### src/rtl/rvx_pkg.sv
`default_nettype none
// rvx_pkg: shared opcodes and fetch-packet field positions for the rvx front end.
package rvx_pkg;

  localparam logic [6:0] OPC_JAL    = 7'b1101111;
  localparam logic [6:0] OPC_JALR   = 7'b1100111;
  localparam logic [6:0] OPC_BRANCH = 7'b1100011;

  localparam int FETCH_PKT_W = 65;
  localparam int PKT_BP      = 64;
  localparam int PKT_PC_HI   = 63;
  localparam int PKT_PC_LO   = 32;
  localparam int PKT_INST_HI = 31;

endpackage

`default_nettype wire

### src/rtl/rvx_predecode.sv
`default_nettype none
// rvx_predecode: purely combinational control-flow flags and register fields from a 32-bit inst.
module rvx_predecode
  import rvx_pkg::*;
(
  input  logic [31:0] inst,
  output logic        is_jal,
  output logic        is_jalr,
  output logic        is_branch,
  output logic        illegal,
  output logic [4:0]  rd,
  output logic [4:0]  rs1,
  output logic [4:0]  rs2
);

  logic [6:0] opcode;
  logic       unused_bits;

  assign opcode    = inst[6:0];
  assign is_jal    = (opcode == OPC_JAL);
  assign is_jalr   = (opcode == OPC_JALR);
  assign is_branch = (opcode == OPC_BRANCH);
  // Anything not in the 32-bit encoding space (compressed or garbage) is flagged.
  assign illegal   = (inst[1:0] != 2'b11);
  assign rd        = inst[11:7];
  assign rs1       = inst[19:15];
  assign rs2       = inst[24:20];

  // funct3/funct7 and immediate bits are decoded further down the pipe.
  assign unused_bits = ^{inst[31:25], inst[14:12]};

endmodule

`default_nettype wire

### src/rtl/id_fetch_rx.sv
`default_nettype none
// id_fetch_rx: first-word-fall-through receive queue between fetch and decode;
// drops bubbles, flushes on kill and pre-decodes the head entry.
module id_fetch_rx
  import rvx_pkg::*;
#(
  parameter int DEPTH = 4,
  parameter int PKT_W = FETCH_PKT_W
) (
  input  logic                       clk,
  input  logic                       reset,
  input  logic                       kill,
  input  logic                       in_valid,
  output logic                       in_ready,
  input  logic [PKT_W-1:0]           in_pkt,
  output logic                       out_valid,
  input  logic                       out_ready,
  output logic [31:0]                out_pc,
  output logic [31:0]                out_inst,
  output logic                       out_bp_taken,
  output logic                       out_is_jal,
  output logic                       out_is_jalr,
  output logic                       out_is_branch,
  output logic                       out_illegal,
  output logic [4:0]                 out_rd,
  output logic [4:0]                 out_rs1,
  output logic [4:0]                 out_rs2,
  output logic [$clog2(DEPTH):0]     count
);

  localparam int AW = $clog2(DEPTH);
  localparam logic [AW:0] FULL_CNT = (AW+1)'(DEPTH);

  logic [PKT_W-1:0] mem [DEPTH];
  logic [AW-1:0]    wr_ptr;
  logic [AW-1:0]    rd_ptr;
  logic [AW:0]      cnt;
  logic [PKT_W-1:0] head;
  logic             push;
  logic             pop;

  // Bubbles complete the handshake but never occupy a slot.
  assign in_ready  = !reset && !kill && (cnt != FULL_CNT);
  assign push      = in_valid && in_ready && (in_pkt[PKT_INST_HI:0] != 32'd0);
  assign out_valid = (cnt != '0);
  assign pop       = out_valid && out_ready && !kill;
  assign count     = cnt;

  always_ff @(posedge clk) begin
    if (reset) begin
      wr_ptr <= '0;
      rd_ptr <= '0;
      cnt    <= '0;
    end else if (kill) begin
      wr_ptr <= '0;
      rd_ptr <= '0;
      cnt    <= '0;
    end else begin
      if (push) wr_ptr <= wr_ptr + AW'(1);
      if (pop)  rd_ptr <= rd_ptr + AW'(1);
      if (push && !pop)      cnt <= cnt + (AW+1)'(1);
      else if (pop && !push) cnt <= cnt - (AW+1)'(1);
    end
  end

  // Storage carries no reset; out_valid masks whatever is left in it.
  always_ff @(posedge clk) begin
    if (push) mem[wr_ptr] <= in_pkt;
  end

  assign head         = mem[rd_ptr];
  assign out_bp_taken = head[PKT_BP];
  assign out_pc       = head[PKT_PC_HI:PKT_PC_LO];
  assign out_inst     = head[PKT_INST_HI:0];

  rvx_predecode u_predecode (
    .inst      (head[PKT_INST_HI:0]),
    .is_jal    (out_is_jal),
    .is_jalr   (out_is_jalr),
    .is_branch (out_is_branch),
    .illegal   (out_illegal),
    .rd        (out_rd),
    .rs1       (out_rs1),
    .rs2       (out_rs2)
  );

endmodule

`default_nettype wire
### config.mk
export PLATFORM = sky130hd
export DESIGN_NAME = id_fetch_rx
export DESIGN_NICKNAME = d
export VERILOG_FILES = /design/src/rtl/rvx_pkg.sv /design/src/rtl/rvx_predecode.sv /design/src/rtl/id_fetch_rx.sv
export SDC_FILE = /design/constraint.sdc
export NUM_CORES = 1
export LEC_CHECK = 0
export CORE_ASPECT_RATIO = 0.9
export CORE_MARGIN = 2
export CORE_UTILIZATION = 53
export CTS_CLUSTER_DIAMETER = 80
export CTS_CLUSTER_SIZE = 40
export DETAILED_ROUTE_END_ITERATION = 10
export PLACE_DENSITY = 0.77
export SYNTH_ARGS = -nofsm -noshare
export SYNTH_HDL_FRONTEND = slang
export SYNTH_SLANG_ARGS = --single-unit
### constraint.sdc
create_clock -name clk -period 4.55 [get_ports clk]
set_clock_uncertainty 0.2 [all_clocks]
set_input_delay 0.455 -clock clk [delete_from_list [all_inputs] [get_ports clk]]
set_output_delay 0.455 -clock clk [all_outputs]
set_load 0.01 [all_outputs]
# Yosys cells after proc, flatten, opt, wreduce, memory -nomap -nowiden
# Memories as Yosys holds them, arrays and structs flattened. A register that Yosys moved wholly into a read port is not among the register bits.
# Index checks and enable logic that the tools add are counted.
# word_totals
mem_bits_rw	260
elab_cells	35
memories	1
in_bits	70
register_bits	7
# mem_list
memory	depth	word_bits	rd	rd_clocked_by_memory_dff	wr	line_no	source
mem	4	65	1	1	1	id_fetch_rx.sv:34	logic [PKT_W-1:0] mem [DEPTH];
# op_classes
reduce_logical	16
n_mux	6
add_sub_neg	4
eq_ne	5
# op_table
op	count
nonzero test 32 bit	1
equality test 7 bit (second input constant)	3
logical AND 1 bit	8
two-way mux 3 bit	2
adder 2 x 1 -> 2 bit (second input constant)	2
logical NOT 1 bit	4
two-way mux 2 bit	2
adder 3 x 1 -> 3 bit (second input constant)	1
!= test 3 bit (second input constant)	1
nonzero test 3 bit	1
subtractor 3 x 1 -> 3 bit (second input constant)	1
two-way mux 1 bit	2
!= test 2 bit (second input constant)	1
nonzero test 2 bit	1
OR reduction 2 bit	1

# Longest topological paths before layout
# Gate-level depths: netlist of run 1.
# depth
depth_word	9
ltp_mapped	11

# Cells and area by module
# A second synthesis of run 1 with hierarchy kept.
# unflattened
cells_unflattened	421
area_unflattened_um2	10082.2
# modules_own_cells
mod	cells_each	seq_area_each_um2	area_each_um2	n_inst
id_fetch_rx	399	7987.7	9912.0	1
rvx_predecode	22	0.0	170.2	1

# Worst setup path after synthesis of run 1
# Ideal clock, no wire load.
# synth_timing
path_kind	input port to flip-flop
from	input reset
to	memory mem[0][0] (netlist name), enable pin
slack_ps	1023
n_path_buf	1
setup_time_ps	430
t_required_ps	3920
stages	6
arrival_ps	2897
path_cell_list	or2_2 -> clkbuf_1 -> a21oi_4 -> o211ai_2 -> inv_1 -> and2_1
# synth_via
elab_chain_len	7
# synth_lines
item	line_no	source
start: declaration	id_fetch_rx.sv:11	input logic reset,
logical NOT 1 bit	id_fetch_rx.sv:43	assign in_ready = !reset && !kill && (cnt != FULL_CNT);
logical AND 1 bit (2 in series)	id_fetch_rx.sv:43	
named net in_ready	id_fetch_rx.sv:14	output logic in_ready,
logical AND 1 bit (2 in series)	id_fetch_rx.sv:44	assign push = in_valid && in_ready && (in_pkt[PKT_INST_HI:0] != 32'd0);
named net push	id_fetch_rx.sv:39	logic push;
two-way mux 1 bit	id_fetch_rx.sv:68	if (push) mem[wr_ptr] <= in_pkt;
two-way mux 1 bit (implied by the code)	id_fetch_rx.sv:68	
end: declaration	id_fetch_rx.sv:34	
# The timed path passes the listed nets, and every way through them passes these cells.

==> results.toml, run 1 <==
[synthesis]
yosysSeqAreaShare = 0.792
yosysTopAreaCell = "edfxtp_1"
synthTopCellsByArea = "edfxtp_1, mux4_2, dfxtp_1"
synth_edf_count = 260
synth_top_area_frac = 0.774
async_flop_share = 0
ys.flop_type = "edfxtp_1"
syn-cell-area_sq_um = 10100
ys_warn_count = 0
ys_ff_latch = 269
synth_top_cells_by_count = "edfxtp_1, mux4_2, buf_4, dfxtp_1"
postSynthCellCount = 422
yosysMostFrequentCell = "edfxtp_1"
syn_nets = 498
synthDistinctLibCells = 30
avgSynthCellArea_sq_um = 23.9

[route]
wl_per_cell_microns = 22.2
dr.pass1.iters = 4
routed_wirelength_microns = 18100
avgViaCountPerCell = 5.65
drc_errors = 0
antenna_left = 0
via_count = 4607
drtIter0Drc = 293

[final_layout]
diodes = 0
fin_nets = 642
area_growth_pct = 20.5
instances_no_fill = 815
drive_gt1_frac = 0.165

[timing]
min_period_over_period = 0.778
tightest_slew_ns = 1.02
whs_ns = 0.332
period_needed_ns = 3.54
setup_viol = 0
rsz0062_at_grt = "false"
final_max_slew_viol_count = 0
slew_headroom = 0.317
hold_violations = 0
fin_setup_tns_ns = 0
max_freq_mhz = 282

[global_route]
grt_pass1_wl_microns = 27700
grt_overflow = 0
track_usage = 0.183
grt_pass1_vias = 4751
antenna_found_initial = 0
grt_max_degree = 66

[critical_path]
cp-start-kind = "register"
critPathCaptureType = "output port"
required_ns = 3.89
crit_fanout = 26
critical_path_class = "reg2out"
worstPathArrival_ns = 2.89

[power]
power_density_nw_per_um2 = 344
p_total_w = 0.00419
p_comb_frac = 0.054
pwr-share-seq = 0.657
cellLeakagePower_nw = 3.73
intPower_w = 0.00339
switching_share = 0.191
p_clk_frac = 0.290
vdd_drop_max_mv = 0.275
p_sw_w = 0.000801

[hold_path]
hp-class = "reg2reg"

[clock_network]
ctsHtreeMaxLevel = 1
post-cts-setup-buffers = 0
ctsResizeCount = 0
numCtsBuffers = 11
cts_tree = "built"
clk_pin_slew_ns = 0.12
clock_path_buffers = 3
clockRootBuffer = "clkbuf_16"
clock_latency_ns = 0.47
cts_hold_buf = 0
cts_sinks = 269

[placed_design]
gp_congestion = 0.766
place_inst = 798
port_buffers = 158
post-dp-hpwl_microns = 11100

[die]
ios = 159
core-area_sq_um = 18500
start_util = 0.545
dieArea_sq_um = 20200
num_rows = 47
fp.dieW_microns = 149
die_h_microns = 135

[run]
drv_cap = 0

[outcome]
outcome = "finished, final reports clean"
metal layers:
layer	track usage	routed length, microns	up-vias
li1	-	-	2046
met1	0.255	7380	2422
met2	0.315	9560	119
met3	0.0233	832	20
met4	0.0392	310	0
met5	0	0	-
power by group through the flow:
| stage | clock (W) | sequential, W | combinational [W] |
|---|---|---|---|
| 2_1_floorplan | 0 | 0.00281 | 0.0000784 |
| 3_3_place_gp | 0 | 0.00280 | 0.000220 |
| 3_5_place_dp | 0 | 0.00281 | 0.000227 |
| 4_1_cts | 0.00124 | 0.00275 | 0.000228 |
| 5_1_grt | 0.00132 | 0.00275 | 0.000241 |
| 6_report | 0.00121 | 0.00275 | 0.000225 |
cells by family (layout without fill, tap and decap cells):
group                      count (synthesis)  in the layout  synth area share
DFF                                      269            269             0.792
buffers and inverters                     36            184            0.0228
muxes                                     68             68             0.148
adders and majority gates                  6              6           0.00818
and+or+nand+nor                           35             35            0.0217
AOI/OAI and AO/OA                          4              4           0.00384
xor gates and xnor gates                   4              4           0.00347
worst paths after layout:
check | from | end | slack (ns) | depth (start not counted)
setup / recovery | register | out_is_branch | 1.01 | 5
hold / removal | wr_ptr[1]$_SDFFE_PP0P_ | wr_ptr[1]$_SDFFE_PP0P_ | 0.33 | 2
setup reg to reg | count[0]$_SDFFE_PP0P_ | count[2]$_SDFFE_PP0P_ | 1.83 | 10
hold reg to reg | wr_ptr[1]$_SDFFE_PP0P_ | wr_ptr[1]$_SDFFE_PP0P_ | 0.33 | 2
worst max-delay path, cell delays in order (launching register included):
cell	delay [ns]
dfxtp_4	0.71
mux4_1	0.71
inv_1	0.15
nand3_1	0.13
nor4_2	0.14
clkdlybuf4s50_1	0.57
layout by cell type (no fill, tap or decap), types with 2 or more instances in the layout:
master           netlist  routed
or3_1                  2       2
clkdlybuf4s50_1        0     158
dfxtp_4                0       2
dfxtp_1                9       7
mux2i_1                3       3
nor4_1                 8       8
mux4_2                64      64
nand4_1                2       2
buf_4                 15       3
clkbuf_16              0      11
and2_4                 0       4
xor2_1                 4       4
inv_1                  6       6
edfxtp_1             260     260
ha_1                   5       5
nand2_1                4       4
nor2_1                 8       8
metrics by stage:
stage | utilization | instance area [sq um] | setup slack (ns)
finish | 0.656 | 12200 | 1.01
global route | 0.656 | 12200 | 0.818
CTS | 0.656 | 12200 | 0.927
detailed placement | 0.638 | 11800 | 0.949
global placement | 0.638 | 11800 | 1.11
floorplan | - | 10100 | 1.02
final cells by class:
| type | count | area, sq um |
|---|---|---|
| Clock buffer | 12 | 279 |
| Clock inverter | 5 | 67.6 |
| Tap cell | 245 | 307 |
| Inverter | 6 | 22.5 |
| Multi-Input combinational cell | 117 | 1880 |
| Timing Repair Buffer | 161 | 1600 |
| Fill cell | 1218 | 6370 |
| Sequential cell | 269 | 8000 |
state kept, by name, summed over array words and instances (netlist names), named ones only:
register  cells
mem         260
count         3
rd_ptr        2
wr_ptr        2
No activity file was read; power rests on OpenSTA's default activity.
==> inputs of run 2 (changes only) <==
Settings changed: CORE_UTILIZATION 53 to 48, PLACE_DENSITY 0.77 to 0.73.
Clock period 4.55 ns to 3.1 ns, I/O delays scaled along.
==> run 2 against run 1 <==
  * Combinational power is 54% higher
  * Highest routed layer unchanged
  * Final cell count is 8.2% higher
  * Core utilization is 5.0 points lower
  * Critical path type unchanged
  * Clock-buffer cell count up 1
  * Worst hold slack got worse by 0.10 ns
  * Non-clock buffer count up 23
  * Die area up 10%
  * Wire length increased by 1.8%
  * Sequential cell count is the same
  * Setup slack worse by 0.91 ns
==> results.toml, run 2 (same netlist as run 1, synthesis figures left out) <==
[final_layout]
fin_nets = 666
largest_reg_flops = 260
fin_area_sq_um = 12600
layout_common_cells = "edfxtp_1, clkdlybuf4s50_1, mux4_2, buf_4, clkbuf_16"
layout_commonest_cell = "edfxtp_1"
area_growth_pct = 24.5
drive_gt1_frac = 0.205
diodes = 0
fillers = 1453
top_register = "mem"
instances_no_fill = 882

[hold_path]
hp-class = "in2reg"

[global_route]
grt_overflow = 0
grt_pass1_vias = 4877
grt_max_degree = 50
track_usage = 0.166
grt_pass1_wl_microns = 27700
antenna_found_initial = 0

[critical_path]
slowest_delay_ns = 0.59
worstPathArrival_ns = 2.49
reg2reg_depth = 8
cp-start-kind = "register"
timing.rr.end = "count[2]$_SDFFE_PP0P_"
crit_end = "out_is_jalr"
cp_slowest_cell = "mux4_2"
critPathCaptureType = "output port"
path_cells = "buf_12 -> buf_4 -> mux4_2 -> nand4b_4 -> nor2_1 -> clkdlybuf4s50_1"
critical_path_class = "reg2out"
r2r_start = "count[1]$_SDFFE_PP0P_"
required_ns = 2.59
r2r_setup_slack_ns = 0.62
crit_fanout = 5

[timing]
hold_violations = 0
final_max_slew_viol_count = 0
min_period_over_period = 0.968
slew_headroom = 0.570
max_freq_mhz = 333
rsz0062_at_grt = "false"
period_needed_ns = 3.00
tightest_slew_ns = 0.639
setup_viol = 0

[route]
drtIter0Drc = 214
antenna_left = 0
avgViaCountPerCell = 5.37
routed_wirelength_microns = 18400
via_count = 4737
drc_errors = 0
wl_per_cell_microns = 20.9
dr.pass1.iters = 4

[power]
cellLeakagePower_nw = 3.94
vdd_drop_max_mv = 0.349
power_density_nw_per_um2 = 514

[clock_network]
ctsHtreeMaxLevel = 1
clockRootBuffer = "clkbuf_16"
clock_latency_ns = 0.50
numCtsBuffers = 12
cts_sinks = 269
clk_pin_slew_ns = 0.13
cts_tree = "built"
clock_path_buffers = 3

[die]
dieArea_sq_um = 22200
fp.dieW_microns = 157
ios = 159
die_h_microns = 142
start_util = 0.487
core-area_sq_um = 20700
num_rows = 50

[outcome]
outcome = "finished, final reports clean"

[placed_design]
post-dp-hpwl_microns = 11700
port_buffers = 158
placement.cell_area_sq_um = 12000
place_inst = 857
gp_congestion = 0.746

[run]
drv_cap = 0
## run 2: cell types whose count changed in the layout (fill, tap and decap cells not counted), sizes merged
cell	delta
clkdlybuf4s50	-1
clkinv	-2
clkbuf	+1
clkinvlp	+1
buf	+23
dlymetal6s2s	+1
inv	+3
## run 2: worst min-delay path by stage
stage,cells past startpoint,start,slack [ns],end
after floorplan,0,in_pkt[0],0.21,mem[0][0]$_DFFE_PP_
after global placement,2,wr_ptr[1]$_SDFFE_PP0P_,0.28,wr_ptr[1]$_SDFFE_PP0P_
after detailed placement,1,wr_ptr[0]$_SDFFE_PP0P_,0.31,wr_ptr[0]$_SDFFE_PP0P_
after CTS,1,in_pkt[52],0.21,mem[3][52]$_DFFE_PP_
after global routing,1,in_pkt[52],0.22,mem[3][52]$_DFFE_PP_
final,1,in_pkt[52],0.23,mem[3][52]$_DFFE_PP_
## run 2: critical path: cells and delay by family (launching register included)
| kind | cells | cell delay (ns) |
|---|---|---|
| AND/OR/NAND/NOR | 2 | 0.18 |
| multiplexers | 1 | 0.59 |
| flip-flops | 1 | 0.42 |
| buffers and inverters | 3 | 0.78 |
## run 2: cell type report
type | count | area, sq um | area share
sequential | 269 | 8000 | 0.636
inverter | 6 | 22.5 | 0.00179
clock buffer | 13 | 325 | 0.0259
multi-input combinational | 117 | 1880 | 0.150
tap | 286 | 358 | 0.0285
timing repair buffer | 184 | 1850 | 0.147
clock inverter | 7 | 133 | 0.0106
## run 2: timing repair
item	4_1_cts	5_1_grt
hold buffers	0	0
setup buffers	4	1
setup endpoints to repair	54	15
resized for setup	0	3
## run 2: layer usage
metal	wire (microns)	global-route usage	up-vias
met5	0	0	-
met4	535	0.0488	0
met3	988	0.0342	29
met2	9320	0.277	133
met1	7570	0.225	2486
li1	-	-	2089
## run 2: through the flow
stage | total power [W] | util | TNS, ns | worst slack [ns] | hold WS (ns)
CTS | 0.00652 | 0.606 | 0 | 0.0196 | 0.208
detailed placement | 0.00446 | 0.582 | -0.163 | -0.116 | 0.305
global route | 0.00665 | 0.607 | 0 | 0.000484 | 0.221
finish | 0.00646 | 0.607 | 0 | 0.0979 | 0.227
global placement | 0.00445 | 0.582 | -0.0385 | -0.0385 | 0.280
floorplan | 0.00423 | - | 0 | 0.426 | 0.209
## run 2: report_power, final
| part | internal (W) | switching [W] | total [W] |
|---|---|---|---|
| registers | 0.00402 | 0.0000118 | 0.00403 |
| logic | 0.000196 | 0.000150 | 0.000346 |
| clock network | 0.000928 | 0.00115 | 0.00208 |
| total | 0.00514 | 0.00131 | 0.00646 |
==> inputs of run 3 (changes only) <==
--- a/constraint.sdc
+++ b/constraint.sdc
@@ -4,2 +4,2 @@
 set_output_delay 0.31 -clock clk [all_outputs]
-set_load 0.01 [all_outputs]
+set_load 0.1 [all_outputs]
==> run 3 against run 2 <==
  * Setup slack gained 0.069 ns
  * Die area is the same
  * Critical endpoint is now out_is_branch
  * Total power grew 1.2%
  * Critical path type unchanged
  * First-iteration DRC count grew 34%
  * Final cell count shrank 0.57%
  * Sequential power is essentially flat
  * Final area grew 1.2%
  * Wire length grew 2.8%
==> results.toml, run 3 (same netlist as run 1, synthesis figures left out) <==
[clock_network]
cts_tree = "built"
numCtsBuffers = 13
clock_path_buffers = 3
ctsHtreeMaxLevel = 1
cts_sinks = 269
ctsResizeCount = 0
clock_latency_ns = 0.47
cts_hold_buf = 0
post-cts-setup-buffers = 0
clockRootBuffer = "clkbuf_16"
clk_pin_slew_ns = 0.11

[final_layout]
fin_area_sq_um = 12700
diodes = 0
largest_reg_flops = 260
drive_gt1_frac = 0.362
layout_common_cells = "edfxtp_1, clkdlybuf4s50_1, buf_4, mux4_2, buf_12"
fin_nets = 661
multi_input_area_sq_um = 1910
area_growth_pct = 26.1
area.sequential_sq_um = 8000
final_util = 0.614
fillers = 1445
top_register = "mem"
layout_commonest_cell = "edfxtp_1"

[global_route]
grt_overflow = 0
grt_pass1_vias = 5058
grt_pass1_wl_microns = 28900
track_usage = 0.173
antenna_found_initial = 0
grt_max_degree = 35

[timing]
min_period_over_period = 0.946
setup_ws_ns = 0.167
final_max_slew_viol_count = 0
period_needed_ns = 2.93
tightest_slew_ns = 0.403
rsz0062_at_grt = "false"
hold_violations = 0
max_freq_mhz = 341
slew_headroom = 0.729
setup_viol = 0

[die]
fp.dieW_microns = 157
num_rows = 50
dieArea_sq_um = 22200
core-area_sq_um = 20700
start_util = 0.487
ios = 159
die_h_microns = 142

[power]
cellLeakagePower_nw = 4.10
vdd_drop_max_mv = 0.298
power_density_nw_per_um2 = 514

[critical_path]
r2r_setup_slack_ns = 0.51
r2r_start = "count[1]$_SDFFE_PP0P_"
cp-start-kind = "register"
crit_end = "out_is_branch"
crit_fanout = 20
reg2reg_depth = 8
critical_path_class = "reg2out"
required_ns = 2.59
timing.rr.end = "count[2]$_SDFFE_PP0P_"
worstPathArrival_ns = 2.42
critPathCaptureType = "output port"

[placed_design]
port_buffers = 158
pre_cts_slack_ns = -0.0620
gp_congestion = 0.748
placement.cell_area_sq_um = 12300
post-dp-hpwl_microns = 12500

[route]
antenna_left = 0
via_count = 4714
drtIter0Drc = 286
dr.pass1.iters = 4
wl_per_cell_microns = 21.6
avgViaCountPerCell = 5.38
drc_errors = 0
routed_wirelength_microns = 18900

[outcome]
outcome = "finished, final reports clean"

[hold_path]
hp-class = "in2reg"

[run]
drv_cap = 0
run 3: layout make-up:
class                      count  share of cell area
clock buffer                  15              0.0262
clock inverter                 6             0.00403
inverter                       6             0.00177
multi-input combinational    117               0.150
sequential                   269               0.629
tap                          286              0.0281
timing repair buffer         178               0.160
run 3: per-stage QoR:
| stage | setup TNS (ns) | hold slack, ns | cells | power, W |
|---|---|---|---|---|
| 2_1_floorplan | 0 | 0.209 | 422 | 0.00450 |
| 3_3_place_gp | -0.0334 | 0.280 | 856 | 0.00474 |
| 3_5_place_dp | -0.0620 | 0.309 | 856 | 0.00476 |
| 4_1_cts | 0 | 0.251 | 877 | 0.00659 |
| 5_1_grt | 0 | 0.252 | 877 | 0.00673 |
| 6_report | 0 | 0.267 | 877 | 0.00653 |
run 3: worst min path at each step:
stage | start | to | slack (ns) | cells past startpoint
final | in_pkt[54] | mem[3][54]$_DFFE_PP_ | 0.27 | 1
after global routing | in_pkt[62] | mem[3][62]$_DFFE_PP_ | 0.25 | 1
after CTS | in_pkt[55] | mem[2][55]$_DFFE_PP_ | 0.25 | 1
after detailed placement | wr_ptr[1]$_SDFFE_PP0P_ | wr_ptr[1]$_SDFFE_PP0P_ | 0.31 | 2
after global placement | wr_ptr[0]$_SDFFE_PP0P_ | wr_ptr[0]$_SDFFE_PP0P_ | 0.28 | 1
after floorplan | in_pkt[0] | mem[0][0]$_DFFE_PP_ | 0.21 | 0
run 3: power breakdown:
| part | total (W) | internal [W] | switching [W] |
|---|---|---|---|
| combinational | 0.000642 | 0.000215 | 0.000428 |
| clock | 0.00186 | 0.000804 | 0.00106 |
| sequential | 0.00403 | 0.00402 | 0.0000120 |
| total | 0.00653 | 0.00504 | 0.00150 |
run 3: worst max-delay path, cell delays in order (launching register included):
cell     delay (ns)
dfxtp_4        0.56
buf_4          0.29
mux4_2         0.31
nand3_1        0.23
nor4_4         0.33
buf_12         0.22
run 3: per-layer routing:
metal	track usage	wire length, microns	vias up
li1	-	-	2074
met1	0.240	8060	2474
met2	0.294	9560	144
met3	0.0266	964	22
met4	0.0410	354	0
met5	0	0	-
